## src/rtl/fe_event_packer_if.sv

```systemverilog
// ----------------------------------------------------------------------------
// fe_event_packer_if
// Bundles the capture-side event strobe, the flush control, the downstream
// word handshake and the status outputs of fe_event_packer.
//
//   I_fifo_wr       event strobe (one cycle per event)
//   I_fifo_command  event command
//   I_fifo_time     event timestamp
//   I_fifo_data     event payload byte
//   I_flush         synchronous discard of buffered and in-flight data
//   I_word_ready    downstream accepts O_word this cycle
//   O_word          packed output word
//   O_word_valid    O_word holds a valid word
//   O_overflow      sticky event-dropped flag
//   O_level         occupied buffer entries
//   O_idle          buffer empty and packer idle
//
// master: the environment (drives I_*, observes O_*)
// slave : the packer       (observes I_*, drives O_*)
// ----------------------------------------------------------------------------
interface fe_event_packer_if #(
   parameter int pDEPTH = 4
);
   logic                     I_fifo_wr;
   logic [1:0]               I_fifo_command;
   logic [15:0]              I_fifo_time;
   logic [7:0]               I_fifo_data;
   logic                     I_flush;
   logic                     I_word_ready;
   logic [17:0]              O_word;
   logic                     O_word_valid;
   logic                     O_overflow;
   logic [$clog2(pDEPTH):0]  O_level;
   logic                     O_idle;

   modport master (
      output I_fifo_wr, I_fifo_command, I_fifo_time, I_fifo_data,
      output I_flush, I_word_ready,
      input  O_word, O_word_valid, O_overflow, O_level, O_idle
   );

   modport slave (
      input  I_fifo_wr, I_fifo_command, I_fifo_time, I_fifo_data,
      input  I_flush, I_word_ready,
      output O_word, O_word_valid, O_overflow, O_level, O_idle
   );
endinterface

```

## src/rtl/fe_event_packer.sv

```systemverilog
// ----------------------------------------------------------------------------
// fe_event_packer
// Buffers {command,time,data} events in a small circular buffer and packs
// each one into one or two 18-bit words for a downstream FIFO:
//   TIME  (command == pCMD_TIME)         : {pCMD_TIME, time}
//   SHORT (time fits in the short field) : {cmd, 1, time[short], pad, data}
//   LONG  (otherwise)                    : {pCMD_TIME, time} then
//                                          {cmd, 0, zeros, data}
//
// Ports
//   fe_clk     clock, all logic on the rising edge
//   reset_i    asynchronous active-high reset
//   bus        fe_event_packer_if.slave (event input, word output, status)
//   dbg_state  current packer FSM state
//
// Output handshake: a word transfers on every rising edge where
// O_word_valid=1 and I_word_ready=1. While O_word_valid=1 and
// I_word_ready=0, O_word and O_word_valid hold their values. O_word_valid
// never depends combinationally on I_word_ready.
//
// The head entry stays in the buffer (and in O_level) until its final word
// transfers; only then is it popped.
// ----------------------------------------------------------------------------
module fe_event_packer #(
   parameter int         pTIMESTAMP_SHORT_WIDTH = 3,
   parameter logic [1:0] pCMD_TIME              = 2'b10,
   parameter int         pDEPTH                 = 4
) (
   input  logic                fe_clk,
   input  logic                reset_i,
   fe_event_packer_if.slave    bus,
   output logic [1:0]          dbg_state
);

   localparam int PW  = (pDEPTH > 1) ? $clog2(pDEPTH) : 1;
   localparam int LW  = $clog2(pDEPTH) + 1;
   localparam int SW  = pTIMESTAMP_SHORT_WIDTH;
   localparam int PAD = 7 - SW;

   typedef enum logic [1:0] {
      IDLE      = 2'd0,
      EMIT_TIME = 2'd1,
      EMIT_DATA = 2'd2
   } state_t;

   state_t          state, state_nxt;
   logic [1:0]      cmd_mem  [pDEPTH];
   logic [15:0]     time_mem [pDEPTH];
   logic [7:0]      data_mem [pDEPTH];
   logic [PW-1:0]   wr_ptr, rd_ptr, rd_ptr_next;
   logic [LW-1:0]   level;
   logic [17:0]     word_q, word_nxt;
   logic            valid_q, valid_nxt;
   logic            overflow_q;
   logic            full, push, pop;

   function automatic logic is_long(input logic [1:0] c, input logic [15:0] t);
      return (c != pCMD_TIME) && ((t >> SW) != 16'd0);
   endfunction

   // First word of an event: TIME and LONG events both start with a
   // timestamp word.
   function automatic logic [17:0] first_word(input logic [1:0] c,
                                              input logic [15:0] t,
                                              input logic [7:0] d);
      if (c == pCMD_TIME || is_long(c, t))
         return {pCMD_TIME, t};
      else
         return {c, 1'b1, t[SW-1:0], {PAD{1'b0}}, d};
   endfunction

   function automatic logic [17:0] data_word(input logic [1:0] c,
                                             input logic [7:0] d);
      return {c, 1'b0, 7'd0, d};
   endfunction

   assign full        = (level == LW'(pDEPTH));
   // Flush wins over a same-cycle write; a full buffer drops the write even
   // if the head is popped in the same cycle.
   assign push        = bus.I_fifo_wr && !full && !bus.I_flush;
   assign rd_ptr_next = rd_ptr + 1'b1;

   // ---------------- buffer storage (no reset needed) ----------------------
   always_ff @(posedge fe_clk) begin
      if (push) begin
         cmd_mem[wr_ptr]  <= bus.I_fifo_command;
         time_mem[wr_ptr] <= bus.I_fifo_time;
         data_mem[wr_ptr] <= bus.I_fifo_data;
      end
   end

   // ---------------- pointers, level, overflow -----------------------------
   always_ff @(posedge fe_clk or posedge reset_i) begin
      if (reset_i) begin
         wr_ptr     <= '0;
         rd_ptr     <= '0;
         level      <= '0;
         overflow_q <= 1'b0;
      end else if (bus.I_flush) begin
         wr_ptr     <= '0;
         rd_ptr     <= '0;
         level      <= '0;
         overflow_q <= 1'b0;
      end else begin
         if (push)
            wr_ptr <= wr_ptr + 1'b1;
         if (pop)
            rd_ptr <= rd_ptr_next;
         level <= level + LW'(push) - LW'(pop);
         if (bus.I_fifo_wr && full)
            overflow_q <= 1'b1;
      end
   end

   // ---------------- FSM state and output register -------------------------
   always_ff @(posedge fe_clk or posedge reset_i) begin
      if (reset_i) begin
         state   <= IDLE;
         word_q  <= '0;
         valid_q <= 1'b0;
      end else begin
         state   <= state_nxt;
         word_q  <= word_nxt;
         valid_q <= valid_nxt;
      end
   end

   always_comb begin
      state_nxt = state;
      word_nxt  = word_q;
      valid_nxt = valid_q;
      pop       = 1'b0;
      case (state)
         IDLE: begin
            if (level != '0) begin
               word_nxt  = first_word(cmd_mem[rd_ptr], time_mem[rd_ptr],
                                      data_mem[rd_ptr]);
               valid_nxt = 1'b1;
               state_nxt = is_long(cmd_mem[rd_ptr], time_mem[rd_ptr])
                           ? EMIT_TIME : EMIT_DATA;
            end
         end
         EMIT_TIME: begin
            if (bus.I_word_ready) begin
               word_nxt  = data_word(cmd_mem[rd_ptr], data_mem[rd_ptr]);
               state_nxt = EMIT_DATA;
            end
         end
         EMIT_DATA: begin
            if (bus.I_word_ready) begin
               pop = 1'b1;
               // Only entries already stored count; a write arriving this
               // cycle is picked up from IDLE on the next cycle.
               if (level > LW'(1)) begin
                  word_nxt  = first_word(cmd_mem[rd_ptr_next],
                                         time_mem[rd_ptr_next],
                                         data_mem[rd_ptr_next]);
                  state_nxt = is_long(cmd_mem[rd_ptr_next],
                                      time_mem[rd_ptr_next])
                              ? EMIT_TIME : EMIT_DATA;
               end else begin
                  valid_nxt = 1'b0;
                  state_nxt = IDLE;
               end
            end
         end
         default: begin
            valid_nxt = 1'b0;
            state_nxt = IDLE;
         end
      endcase
      if (bus.I_flush) begin
         pop       = 1'b0;
         valid_nxt = 1'b0;
         state_nxt = IDLE;
      end
   end

   assign bus.O_word       = word_q;
   assign bus.O_word_valid = valid_q;
   assign bus.O_overflow   = overflow_q;
   assign bus.O_level      = level;
   assign bus.O_idle       = (level == '0) && (state == IDLE);
   assign dbg_state        = state;

endmodule

```

## src/flat_wrapper.sv

```systemverilog
// flat-port wrapper written by rule: the top's interface ports become plain ports
module fe_event_packer_flat 
#(
   parameter int         pTIMESTAMP_SHORT_WIDTH = 3,
   parameter logic [1:0] pCMD_TIME              = 2'b10,
   parameter int         pDEPTH                 = 4
)
  (fe_clk, reset_i, dbg_state, bus_I_fifo_wr, bus_I_fifo_command, bus_I_fifo_time, bus_I_fifo_data, bus_I_flush, bus_I_word_ready, bus_O_word, bus_O_word_valid, bus_O_overflow, bus_O_level, bus_O_idle);
  fe_event_packer_if #(.pDEPTH(pDEPTH)) bus_i ();
  input  logic fe_clk;
  input  logic reset_i;
  output logic [1:0] dbg_state;
  input wire logic [$bits(bus_i.I_fifo_wr)-1:0] bus_I_fifo_wr;
  input wire logic [$bits(bus_i.I_fifo_command)-1:0] bus_I_fifo_command;
  input wire logic [$bits(bus_i.I_fifo_time)-1:0] bus_I_fifo_time;
  input wire logic [$bits(bus_i.I_fifo_data)-1:0] bus_I_fifo_data;
  input wire logic [$bits(bus_i.I_flush)-1:0] bus_I_flush;
  input wire logic [$bits(bus_i.I_word_ready)-1:0] bus_I_word_ready;
  output wire logic [$bits(bus_i.O_word)-1:0] bus_O_word;
  output wire logic [$bits(bus_i.O_word_valid)-1:0] bus_O_word_valid;
  output wire logic [$bits(bus_i.O_overflow)-1:0] bus_O_overflow;
  output wire logic [$bits(bus_i.O_level)-1:0] bus_O_level;
  output wire logic [$bits(bus_i.O_idle)-1:0] bus_O_idle;
  assign bus_i.I_fifo_wr = bus_I_fifo_wr;
  assign bus_i.I_fifo_command = bus_I_fifo_command;
  assign bus_i.I_fifo_time = bus_I_fifo_time;
  assign bus_i.I_fifo_data = bus_I_fifo_data;
  assign bus_i.I_flush = bus_I_flush;
  assign bus_i.I_word_ready = bus_I_word_ready;
  assign bus_O_word = bus_i.O_word;
  assign bus_O_word_valid = bus_i.O_word_valid;
  assign bus_O_overflow = bus_i.O_overflow;
  assign bus_O_level = bus_i.O_level;
  assign bus_O_idle = bus_i.O_idle;
  fe_event_packer #(.pTIMESTAMP_SHORT_WIDTH(pTIMESTAMP_SHORT_WIDTH), .pCMD_TIME(pCMD_TIME), .pDEPTH(pDEPTH)) u_core (.fe_clk(fe_clk), .reset_i(reset_i), .bus(bus_i), .dbg_state(dbg_state));
endmodule
```

## config.mk

```make
export PLATFORM = sky130hd
export DESIGN_NAME = fe_event_packer_flat
export DESIGN_NICKNAME = d
export VERILOG_FILES = /design/src/rtl/fe_event_packer_if.sv /design/src/rtl/fe_event_packer.sv /design/src/flat_wrapper.sv
export SDC_FILE = /design/constraint.sdc
export NUM_CORES = 1
export LEC_CHECK = 0
export BUFFER_PORTS_ARGS = -buffer_cell sky130_fd_sc_hd__buf_2
export CORE_ASPECT_RATIO = 1.5
export CORE_MARGIN = 3
export CORE_UTILIZATION = 54
export DETAILED_ROUTE_END_ITERATION = 10
export GPL_TIMING_DRIVEN = 0
export PLACE_DENSITY_LB_ADDON = 0.05
export SYNTH_ARGS = -nofsm -noshare
export SYNTH_HDL_FRONTEND = slang
export SYNTH_SLANG_ARGS = --single-unit
```

## constraint.sdc

```tcl
create_clock -name fe_clk -period 2.2 [get_ports fe_clk]
set_input_delay 0.44 -clock fe_clk [delete_from_list [all_inputs] [get_ports fe_clk]]
set_output_delay 0.44 -clock fe_clk [all_outputs]
set_load 0.005 [all_outputs]
```

After elaboration in Yosys (flattened, before gate mapping):

Memories as Yosys holds them, arrays and structs flattened.
Index checks and enable logic that the tools add are counted.

* add/subtract/negate cells: 4
* magnitude comparators: 1
* equality and inequality tests: 16
* muxes and demuxes: 32
* reductions and logical operators: 22

Operators by type and width (count)
* $mux W18: 6
* $pmux W18 S3: 1
* $reduce_bool A16 Y1: 2
* $mux W2: 11
* $mux W1: 11
* $ne A2 B2 Y1 const B: 5
* $ne A3 B3 Y1 const B: 3
* $eq A2 B2 Y1 const B: 3
* $logic_and A1 B1 Y1: 6
* $pmux W2 S3: 1
* $reduce_bool A2 Y1: 3
* $reduce_bool A3 Y1: 2
* $reduce_and A5 Y1: 1
* $add A2 B1 Y2 const B: 2
* $ne A2 B1 Y1 const B: 2
* $reduce_and A4 Y1: 1
* $add A3 B1 Y3: 1
* $eq A3 B3 Y1 const B: 1
* $gt A3 B1 Y1 const B: 1
* $logic_not A3 Y1: 1
* $mux W3: 1
* $ne A3 B2 Y1 const B: 1
* $pmux W1 S3: 1
* $reduce_and A3 Y1: 1
* 5 further kinds: 7

* register bits after elaboration: 29
* memory bits (writable): 104
* input bits: 31
* output and inout bits: 26
* word-level logic and storage cells: 85
* memories kept: 3

Memories
* u_core.time_mem: depth 4, bits a word 16, rd ports 2, clocked after Yosys merged registers in 0, wr ports 1, line fe_event_packer.sv:48 `logic [15:0] time_mem [pDEPTH];`
* u_core.data_mem: depth 4, bits a word 8, rd ports 2, clocked after Yosys merged registers in 0, wr ports 1, line fe_event_packer.sv:49 `logic [7:0] data_mem [pDEPTH];`
* u_core.cmd_mem: depth 4, bits a word 2, rd ports 2, clocked after Yosys merged registers in 0, wr ports 1, line fe_event_packer.sv:47 `logic [1:0] cmd_mem [pDEPTH];`

Longest topological paths before layout:

Gate-level depths: netlist (run 1).
An unclocked memory read counts as a cell.

* depth in word-level cells: 9
* gate-level depth with buffers: 11

Worst setup path before layout (run 1):

Ideal clock, no wire load.

* path kind: register to register
* start point: reg u_core.rd_ptr[1]
* end point: reg u_core.word_q[3] (netlist: u_core.bus.O_word[3])
* library setup time: 0.094 ns
* data arrival time: 2.263 ns
* data required time: 2.106 ns
* path slack: -0.157 ns
* stages on the path, launching flop included: 10
* clock period less this slack: 2.357 ns
* cells stage by stage: dfrtp_1 buf_6 buf_6 mux4_2 nor4_1 and4_1 buf_4 and3_1 o21ai_0 a211oi_1

* word-level cells in the longest chain between the ends: 9
* elaborated cells between the ends (all ways): 21
* classes of those cells: add/sub (1); eq/ne (4); mux (7); reduce/logical (6); memory (3)

Ends and longest elaborated chain
* start: declaration: line fe_event_packer.sv:50 `logic [PW-1:0] wr_ptr, rd_ptr, rd_ptr_next;`
* start signal: assignment: line fe_event_packer.sv:108 `rd_ptr <= rd_ptr_next;`
* $add A2 B1 Y2: line fe_event_packer.sv:81 `assign rd_ptr_next = rd_ptr + 1'b1;`
* $mem_v2 Z4 W16 or $mem_v2 Z4 W2 (tied branches)
* $reduce_bool A16 Y1 or $ne A2 B2 Y1 (tied branches): line fe_event_packer.sv:58 `return (c != pCMD_TIME) && ((t >> SW) != 16'd0);`
* $logic_and A1 B1 Y1: line fe_event_packer.sv:58
* $logic_or A1 B1 Y1: line fe_event_packer.sv:66 `if (c == pCMD_TIME || is_long(c, t))`
* $mux W18: line fe_event_packer.sv:66
* $mux W18: line fe_event_packer.sv:154 `if (level > LW'(1)) begin`
* $mux W18: line fe_event_packer.sv:150 `if (bus.I_word_ready) begin`
* $pmux W18 S3 (*): line fe_event_packer.sv:133 `case (state)`
* end signal: assignment: line fe_event_packer.sv:123 `word_q <= word_nxt;`
* end: declaration: line fe_event_packer.sv:52 `logic [17:0] word_q, word_nxt;`

Mark *: on every way between the ends. The rest lies on a longest branch, timed or not. The select of a mux whose other input is x is not followed.
A chain may end at the register's enable or synchronous reset.

Worst setup path after layout (run 1):

* start point: reg u_core.rd_ptr[1]
* end point: reg u_core.word_q[0] (netlist: u_core.bus.O_word[0])

The elaborated chain is that of the path after synthesis.

==> results of run 1 <==
synth_stat cells, drive strengths merged (5+ instances only):
master	count	area, um^2
ha	11	138
edfxtp	104	3120
nor2	29	109
a31oi	6	37.5
buf	19	148
mux2i	11	110
inv	14	52.6
a211oi	10	75.1
nand2	26	97.6
a21oi	16	80.1
mux4	47	1100
clkbuf	6	26.3
dfrtp	29	726
and2	7	46.3
o21ai	17	85.1
a221oi	5	43.8
and3	6	37.5
nor3	5	25.0
worst paths after layout:
path / startpoint / endpoint / slack, ns / depth (start not counted)
worst max-delay path: u_core.rd_ptr[1] / u_core.bus.O_word[0] / -0.41 / 11
worst min-delay path: reset_i / u_core.bus.O_word[9] / 0.18 / 2
worst max register to register: u_core.rd_ptr[1] / u_core.bus.O_word[0] / -0.41 / 11
worst min register to register: u_core.bus.O_word[16] / u_core.bus.O_word[16] / 0.47 / 2
max in group asynchronous: reset_i / u_core.rd_ptr[1] / 1.42 / 2
min in group fe_clk: bus_I_fifo_time[5] / u_core.time_mem[2][5] / 0.24 / 1
report_power, final:
group          total (W)  switching, W  internal [W]
Sequential       0.00328      0.000202       0.00308
Clock            0.00300       0.00110       0.00191
Combinational    0.00296       0.00172       0.00124
final cells by class:
type / instances / area [um^2] / share of cell area [%]
plain buffers: 23 / 220 / 2.69
clock buffers: 17 / 425 / 5.19
clock inverters: 15 / 204 / 2.49
inverters: 14 / 52.6 / 0.642
multi-input cells: 239 / 2540 / 31.1
flip-flops and latches: 133 / 3850 / 47.0
well taps: 150 / 188 / 2.29
repair buffers: 99 / 707 / 8.63
metrics by stage:
stage,power (W),cells
floorplan,0.00496,411
detailed placement,0.00582,617
global route,0.00968,690
finish,0.00925,690
global placement,0.00576,617
CTS,0.00897,674
flip-flops by register name, indices dropped and copies added, names as in the netlist:
register / count
u_core.bus.O_level: 3
u_core.bus.O_overflow: 1
u_core.bus.O_word: 18
u_core.bus.O_word_valid: 1
u_core.cmd_mem: 8
u_core.data_mem: 32
u_core.dbg_state: 2
u_core.rd_ptr: 2
u_core.time_mem: 64
u_core.wr_ptr: 2
worst register-to-register path, delay by kind of cell, from the launching register on:
kind	cells	cell delay, ns
AOI/OAI and AO/OA	2	0.38
DFF	1	0.44
muxes	1	0.45
and+or+nand+nor	2	0.50
buffers and inverters	6	0.76
cell families (layout without fill, tap and decap cells):
group	Yosys count	after routing	synth area share, %
mux	61	61	19.4
fa+ha+maj	12	12	2.46
xor+xnor	4	4	0.548
buf+inv	39	168	3.54
compound gates	73	73	7.37
flops	133	133	60.2
simple gates	89	89	6.53
repair_timing:
item,CTS,global route
setup endpoints to repair,21,126
resized for setup,46,55
pin swaps,10,23
buffers inserted,24,20
hold buffers,0,0
cloned,1,0
per-layer routing:
layer | vias up | wire (um) | GRT usage, %
met5 | - | 0 | 0
met3 | 39 | 979 | 4.16
li1 | 1880 | - | -
met2 | 227 | 8450 | 41.5
met4 | 0 | 344 | 10.7
met1 | 2232 | 6260 | 32.8
==> flow_summary.html, run 1 <==
<table>
<tr><th>Metric</th><th>Value</th></tr>
<tr><th colspan="2">Worst setup path</th></tr>
<tr><td>Cell type with the highest occurrence count on the critical path</td><td>buf_12</td></tr>
<tr><td>Master of the slowest instance on the critical path</td><td>mux4_2</td></tr>
<tr><td>Max Fanout on Critical Path</td><td>8</td></tr>
<tr><td>Worst Setup Start Kind</td><td>flip-flop</td></tr>
<tr><td>Buf+Inv Stages, Crit Path</td><td>6</td></tr>
<tr><td>CP Data Arrival Time</td><td>slightly below 3 ns</td></tr>
<tr><td>Critical setup path kind</td><td>flip-flop to flip-flop</td></tr>
<tr><td>Cells along the critical path</td><td>buf_12 &gt; buf_12 &gt; buf_8 &gt; buf_12 &gt; mux4_2 &gt; nor2_2 &gt; and4_4 &gt; buf_8 &gt; buf_6 &gt; a41oi_2 &gt; a221oi_2</td></tr>
<tr><td>Req. time, crit path</td><td>roughly 2.5 ns</td></tr>
<tr><td>Setup crit end kind</td><td>flip-flop</td></tr>
<tr><td>Delay of the slowest cell on the worst path</td><td>0.45 ns</td></tr>
<tr><td>Kind of cell adding the most delay to the critical path</td><td>buffers and inverters</td></tr>
<tr><th colspan="2">Logic synthesis</th></tr>
<tr><td>Commonest register cell after synthesis</td><td>edfxtp_1</td></tr>
<tr><td>Count of unique library cells instantiated by Yosys</td><td>between 40 and 50</td></tr>
<tr><td>Mean area per synthesized cell</td><td>15.6 um^2</td></tr>
<tr><td>Part of the Yosys area used for sequential elements</td><td>around 60%</td></tr>
<tr><td>Number of instances in the synthesized netlist</td><td>411</td></tr>
<tr><td>Total number of yosys warnings</td><td>0</td></tr>
<tr><td>Count of flip-flops with a built-in enable after synthesis</td><td>104</td></tr>
<tr><td>Post-synth ARST share</td><td>21.8%</td></tr>
<tr><td>Net count of the mapped netlist</td><td>454</td></tr>
<tr><td>Flops &amp; latches, synth</td><td>about 130</td></tr>
<tr><td>Summed instance area of the synthesized netlist</td><td>~0.0064 mm^2</td></tr>
<tr><th colspan="2">Finish</th></tr>
<tr><td>Number of fillers in the final layout</td><td>slightly below 800</td></tr>
<tr><td>Final core utilization</td><td>a little under three quarters</td></tr>
<tr><td>Net total in the final layout</td><td>570</td></tr>
<tr><td>Synthesis-to-layout area growth</td><td>28.0%</td></tr>
<tr><td>Fraction of layout instances using a drive strength above 1</td><td>~45%</td></tr>
<tr><td>Most frequent cells in the layout</td><td>edfxtp_1 (104), buf_2 (59), mux4_2 (46)</td></tr>
<tr><td>Leading cell type in the layout, fill and taps excluded</td><td>edfxtp_1</td></tr>
<tr><td>Antenna diode count</td><td>0</td></tr>
<tr><td>Post-Layout Inst Area</td><td>0.00819 mm^2</td></tr>
<tr><th colspan="2">Clock network</th></tr>
<tr><td>Clk root buf</td><td>clkbuf_16</td></tr>
<tr><td>Number of buffers created by CTS</td><td>17</td></tr>
<tr><td>Latest clock arrival within the worst-skew pair</td><td>0.41 ns</td></tr>
<tr><td>Clock-pin slew reported for the worst setup and hold paths after clock tree synthesis</td><td>0.06 ns</td></tr>
<tr><td>Maximum root-to-sink buffer count</td><td>2</td></tr>
<tr><td>H-tree Lvls</td><td>4</td></tr>
<tr><td>TritonCTS clock tree</td><td>built</td></tr>
<tr><td>Clock Sinks</td><td>133</td></tr>
<tr><th colspan="2">Global route</th></tr>
<tr><td>Number of antenna violations at the first check in global routing</td><td>0</td></tr>
<tr><td>Via count of the first global-routing pass</td><td>4,385</td></tr>
<tr><td>Overall routing resource usage</td><td>25.2%</td></tr>
<tr><td>Aggregate global routing overflow</td><td>0</td></tr>
<tr><td>Wire length of the first global-routing pass</td><td>24,300 um</td></tr>
<tr><td>Maximum number of pins on one net before global-route repair</td><td>30</td></tr>
<tr><th colspan="2">Die</th></tr>
<tr><td>Initial Utilization</td><td>55.5%</td></tr>
<tr><td>Placeable Area</td><td>roughly 0.012 mm^2</td></tr>
<tr><td>I/O pin count</td><td>57</td></tr>
<tr><td>Die Width</td><td>94.9 um</td></tr>
<tr><td>Placement row count</td><td>48</td></tr>
<tr><td>Chip height</td><td>139 um</td></tr>
<tr><td>Area enclosed by the die boundary</td><td>0.0132 mm^2</td></tr>
<tr><th colspan="2">STA</th></tr>
<tr><td>Final clock period utilization by the worst path</td><td>119%</td></tr>
<tr><td>Final number of setup-violating endpoints</td><td>18</td></tr>
<tr><td>Fin Clk Skew</td><td>0.0101 ns</td></tr>
<tr><td>Crit path time final</td><td>2.61 ns</td></tr>
<tr><td>Fmax</td><td>around 0.38 GHz</td></tr>
<tr><td>Final setup margin</td><td>-0.414 ns</td></tr>
<tr><td>Total Negative Setup Slacks</td><td>-5.79 ns</td></tr>
<tr><td>RSZ-0062 raised after global routing</td><td>yes</td></tr>
<tr><td>Number of pins exceeding their max-slew limit in the final report</td><td>0</td></tr>
<tr><td>Transition time at the pin with the least slew margin</td><td>around 1.2 ns</td></tr>
<tr><td>Number of hold violations in the final report</td><td>0</td></tr>
<tr><td>WHS</td><td>0.184 ns</td></tr>
<tr><td>Max-Slew Margin vs Limit</td><td>20.1%</td></tr>
<tr><th colspan="2">Routing</th></tr>
<tr><td>Vias post-DR</td><td>between 4,000 and 5,000</td></tr>
<tr><td>Routed via count divided by cell count</td><td>6.34</td></tr>
<tr><td>Final wirelength</td><td>around 16,000 um</td></tr>
<tr><td>Routed WL per cell</td><td>23.2 um</td></tr>
<tr><td>Number of nets still failing antenna checks after routing</td><td>0</td></tr>
<tr><td>Pre-Repair DR Iteration Count</td><td>5</td></tr>
<tr><td>1st-iter DRT viols</td><td>about 380</td></tr>
<tr><td>Remaining routing DRC violations</td><td>0</td></tr>
<tr><th colspan="2">Power</th></tr>
<tr><td>Maximum VDD drop</td><td>758 uV</td></tr>
<tr><td>Static Leak</td><td>2.95 nW</td></tr>
<tr><td>Areal power density over the cells</td><td>1130 mW/mm^2</td></tr>
<tr><th colspan="2">Placement</th></tr>
<tr><td>Post-DP Area</td><td>0.00687 mm^2</td></tr>
<tr><td>Post-detailed-placement half-perimeter wirelength</td><td>10,100 um</td></tr>
<tr><td>Setup WS pre-CTS</td><td>-0.535 ns</td></tr>
<tr><td>Routability-driven placement congestion ratio</td><td>0.899</td></tr>
<tr><td>Count of port buffers added during placement</td><td>56</td></tr>
<tr><th colspan="2">Flow run</th></tr>
<tr><td>Max-cap violations</td><td>0</td></tr>
<tr><th colspan="2">Status</th></tr>
<tr><td>Violations in the final reports</td><td>setup timing</td></tr>
<tr><td>Run status</td><td>finished, violations left</td></tr>
<tr><th colspan="2">Min path</th></tr>
<tr><td>Worst min-delay path category</td><td>input pin to asynchronous set/reset pin</td></tr>
</table>
Power figures use the tool's default switching activity.
==> run 2, diff against run 1 <==
--- a/config.mk
+++ b/config.mk
@@ -8,7 +8,7 @@
 export BUFFER_PORTS_ARGS = -buffer_cell sky130_fd_sc_hd__buf_2
 export CORE_ASPECT_RATIO = 1.5
 export CORE_MARGIN = 3
-export CORE_UTILIZATION = 54
+export CORE_UTILIZATION = 40
 export DETAILED_ROUTE_END_ITERATION = 10
 export GPL_TIMING_DRIVEN = 0
 export PLACE_DENSITY_LB_ADDON = 0.05
==> run 2 against run 1 <==
The run still ends with setup timing left. Cell area up 0.37%. Combinational power is 2% lower. Via count is 6.4% lower. Sequential share of layout area shrank 0.17 points. Clock skew increased by 0.0045 ns. Core utilization is 19 points lower. Register-to-register slack better by 0.05 ns. Fmax increased by 1.8%. Clock-buffer cell count is 2 higher. Worst hold slack better by 0.040 ns. Die area increased by 33%. Wire length increased by 5.3%. Critical path type unchanged.
==> flow_summary.html, run 2 (synthesized netlist as in run 1, its figures left out) <==
<table>
<tr><th>Metric</th><th>Value</th></tr>
<tr><th colspan="2">Worst setup path</th></tr>
<tr><td>Master of the slowest instance on the critical path</td><td>mux4_2</td></tr>
<tr><td>Max Fanout on Critical Path</td><td>8</td></tr>
<tr><td>Crit path depth</td><td>10</td></tr>
<tr><td>Reg2Reg Setup Slack</td><td>-0.37 ns</td></tr>
<tr><td>Req. time, crit path</td><td>2.49 ns</td></tr>
<tr><td>Kind of cell adding the most delay to the critical path</td><td>simple AND/OR/NAND/NOR gates</td></tr>
<tr><td>Critical setup path kind</td><td>flip-flop to flip-flop</td></tr>
<tr><td>Delay of the slowest cell on the worst path</td><td>between 0.5 and 0.6 ns</td></tr>
<tr><td>CP Data Arrival Time</td><td>2.85 ns</td></tr>
<tr><td>R2r startpoint</td><td>u_core.rd_ptr[1]</td></tr>
<tr><td>R2R depth</td><td>10</td></tr>
<tr><td>Worst Setup Start Kind</td><td>flip-flop</td></tr>
<tr><td>Buf+Inv Stages, Crit Path</td><td>4</td></tr>
<tr><td>Setup crit end kind</td><td>flip-flop</td></tr>
<tr><td>Cell type with the highest occurrence count on the critical path</td><td>buf_12</td></tr>
<tr><td>Cells along the critical path</td><td>buf_12 &gt; buf_12 &gt; mux4_2 &gt; nor4_4 &gt; and4_4 &gt; buf_8 &gt; buf_4 &gt; a21oi_1 &gt; o21ai_2 &gt; a221oi_2</td></tr>
<tr><td>Endpoint of the worst register-to-register path</td><td>u_core.bus.O_word[1]</td></tr>
<tr><th colspan="2">Status</th></tr>
<tr><td>Violations in the final reports</td><td>setup timing</td></tr>
<tr><td>Run status</td><td>finished, violations left</td></tr>
<tr><th colspan="2">Finish</th></tr>
<tr><td>Leading cell type in the layout, fill and taps excluded</td><td>edfxtp_1</td></tr>
<tr><td>Final core utilization</td><td>a little over half</td></tr>
<tr><td>Net total in the final layout</td><td>565</td></tr>
<tr><td>Antenna diode count</td><td>0</td></tr>
<tr><td>Most frequent cells in the layout</td><td>edfxtp_1 (104), buf_2 (60), mux4_2 (44)</td></tr>
<tr><td>Most flops, register</td><td>u_core.time_mem</td></tr>
<tr><td>Synthesis-to-layout area growth</td><td>28.5%</td></tr>
<tr><td>Number of flip-flops in the largest register</td><td>64</td></tr>
<tr><td>Fraction of layout instances using a drive strength above 1</td><td>between 40 and 50%</td></tr>
<tr><th colspan="2">Die</th></tr>
<tr><td>Die Width</td><td>109 um</td></tr>
<tr><td>I/O pin count</td><td>57</td></tr>
<tr><td>Initial Utilization</td><td>40.8%</td></tr>
<tr><td>Chip height</td><td>161 um</td></tr>
<tr><td>Placement row count</td><td>56</td></tr>
<tr><td>Area enclosed by the die boundary</td><td>0.0176 mm^2</td></tr>
<tr><td>Placeable Area</td><td>between 0.015 and 0.02 mm^2</td></tr>
<tr><th colspan="2">Routing</th></tr>
<tr><td>Final wirelength</td><td>16,900 um</td></tr>
<tr><td>Routed via count divided by cell count</td><td>5.55</td></tr>
<tr><td>Routed WL per cell</td><td>22.9 um</td></tr>
<tr><td>Pre-Repair DR Iteration Count</td><td>4</td></tr>
<tr><td>Number of nets still failing antenna checks after routing</td><td>0</td></tr>
<tr><td>1st-iter DRT viols</td><td>242</td></tr>
<tr><td>Vias post-DR</td><td>between 4,000 and 5,000</td></tr>
<tr><td>Remaining routing DRC violations</td><td>0</td></tr>
<tr><th colspan="2">Min path</th></tr>
<tr><td>Worst hold stages</td><td>1</td></tr>
<tr><td>Source of the worst hold timing path</td><td>bus_I_fifo_time[8]</td></tr>
<tr><td>Worst min-delay path category</td><td>input pin to flip-flop</td></tr>
<tr><td>Capture endpoint of the worst hold path</td><td>u_core.time_mem[3][8]</td></tr>
<tr><th colspan="2">Power</th></tr>
<tr><td>Static Leak</td><td>2.95 nW</td></tr>
<tr><td>Areal power density over the cells</td><td>1120 mW/mm^2</td></tr>
<tr><td>Final total power</td><td>between 0.009 and 0.01 W</td></tr>
<tr><td>Maximum VDD drop</td><td>524 uV</td></tr>
<tr><th colspan="2">Placement</th></tr>
<tr><td>Routability-driven placement congestion ratio</td><td>0.816</td></tr>
<tr><td>Post-detailed-placement half-perimeter wirelength</td><td>approximately 11,000 um</td></tr>
<tr><td>Count of port buffers added during placement</td><td>56</td></tr>
<tr><th colspan="2">Clock network</th></tr>
<tr><td>Latest clock arrival within the worst-skew pair</td><td>0.42 ns</td></tr>
<tr><td>Clock Sinks</td><td>between 100 and 150</td></tr>
<tr><td>H-tree Lvls</td><td>4</td></tr>
<tr><td>Clk root buf</td><td>clkbuf_16</td></tr>
<tr><td>Maximum root-to-sink buffer count</td><td>2</td></tr>
<tr><td>TritonCTS clock tree</td><td>built</td></tr>
<tr><td>Number of buffers added to fix hold violations after cts</td><td>0</td></tr>
<tr><td>Clock-pin slew reported for the worst setup and hold paths after clock tree synthesis</td><td>around 0.070 ns</td></tr>
<tr><td>Number of buffers created by CTS</td><td>17</td></tr>
<tr><th colspan="2">Global route</th></tr>
<tr><td>Wire length of the first global-routing pass</td><td>25,500 um</td></tr>
<tr><td>Routing usage on met2</td><td>35.2%</td></tr>
<tr><td>Overall routing resource usage</td><td>20.2%</td></tr>
<tr><td>Via count of the first global-routing pass</td><td>4,350</td></tr>
<tr><td>Met1 track demand over resource</td><td>24.5%</td></tr>
<tr><td>Aggregate global routing overflow</td><td>0</td></tr>
<tr><td>Met3 layer usage reported by global route</td><td>about 3.7%</td></tr>
<tr><td>Maximum number of pins on one net before global-route repair</td><td>30</td></tr>
<tr><td>Number of antenna violations at the first check in global routing</td><td>0</td></tr>
<tr><td>Most crowded layer after global routing</td><td>met2</td></tr>
<tr><th colspan="2">STA</th></tr>
<tr><td>Transition time at the pin with the least slew margin</td><td>1.20 ns</td></tr>
<tr><td>Crit path time final</td><td>approximately 2.6 ns</td></tr>
<tr><td>Fmax</td><td>0.389 GHz</td></tr>
<tr><td>Max-Slew Margin vs Limit</td><td>19.9%</td></tr>
<tr><td>Number of hold violations in the final report</td><td>0</td></tr>
<tr><td>WHS</td><td>around 0.22 ns</td></tr>
<tr><td>Final number of setup-violating endpoints</td><td>18</td></tr>
<tr><td>RSZ-0062 raised after global routing</td><td>yes</td></tr>
<tr><td>Final setup margin</td><td>-0.368 ns</td></tr>
<tr><td>Number of pins exceeding their max-slew limit in the final report</td><td>0</td></tr>
<tr><td>Final clock period utilization by the worst path</td><td>117%</td></tr>
<tr><td>Fin Clk Skew</td><td>0.0146 ns</td></tr>
<tr><th colspan="2">Flow run</th></tr>
<tr><td>Max-cap violations</td><td>0</td></tr>
</table>
-- run 2: how the worst max path moves through the flow --
stage / from / endpoint
6_report: u_core.rd_ptr[1] / u_core.bus.O_word[1]
5_1_grt: u_core.rd_ptr[1] / u_core.bus.O_word[0]
4_1_cts: u_core.rd_ptr[1] / u_core.bus.O_word[1]
3_5_place_dp: u_core.rd_ptr[0] / u_core.bus.O_word[0]
3_3_place_gp: u_core.bus.O_level[1] / u_core.cmd_mem[1][0]
2_1_floorplan: u_core.rd_ptr[1] / u_core.bus.O_word[3]
-- run 2: layout make-up --
class	instances	area, um^2
buffer	24	234
clock buffer	19	433
clock inverter	13	198
fill	1348	7470
inverter	14	55.1
multi-input combinational	239	2520
sequential	133	3850
tap	203	254
timing repair buffer	93	677
-- run 2: report_power, final --
part / total (W) / switching [W] / internal (W)
Sequential: 0.00329 / 0.000211 / 0.00308
Combinational: 0.00291 / 0.00169 / 0.00122
Clock: 0.00304 / 0.00112 / 0.00192
-- run 2: routing by layer --
metal  up-vias  part of all wire [%]
li1       1860                     -
met1      2094                    39
met2       106                    53
met3        36                   3.6
met4         0                   3.6
met5         -                     0
-- run 2: what timing repair did --
action	4_1_cts	5_1_grt
setup buffers	17	21
pin swaps	5	23
gates resized for setup	46	52
setup endpoints to repair	125	22
cloned	3	0
endpoints found under the hold margin	0	0
-- run 2: metrics by stage --
step	TNS [ns]	cell area, um^2	worst slack, ns	std cells
floorplan	-0.548	6390	-0.0842	411
global placement	-75.08	6930	-0.667	670
detailed placement	-16.79	6930	-0.637	670
CTS	-5.42	7960	-0.400	722
global route	-7.20	8220	-0.469	738
finish	-5.52	8220	-0.368	738
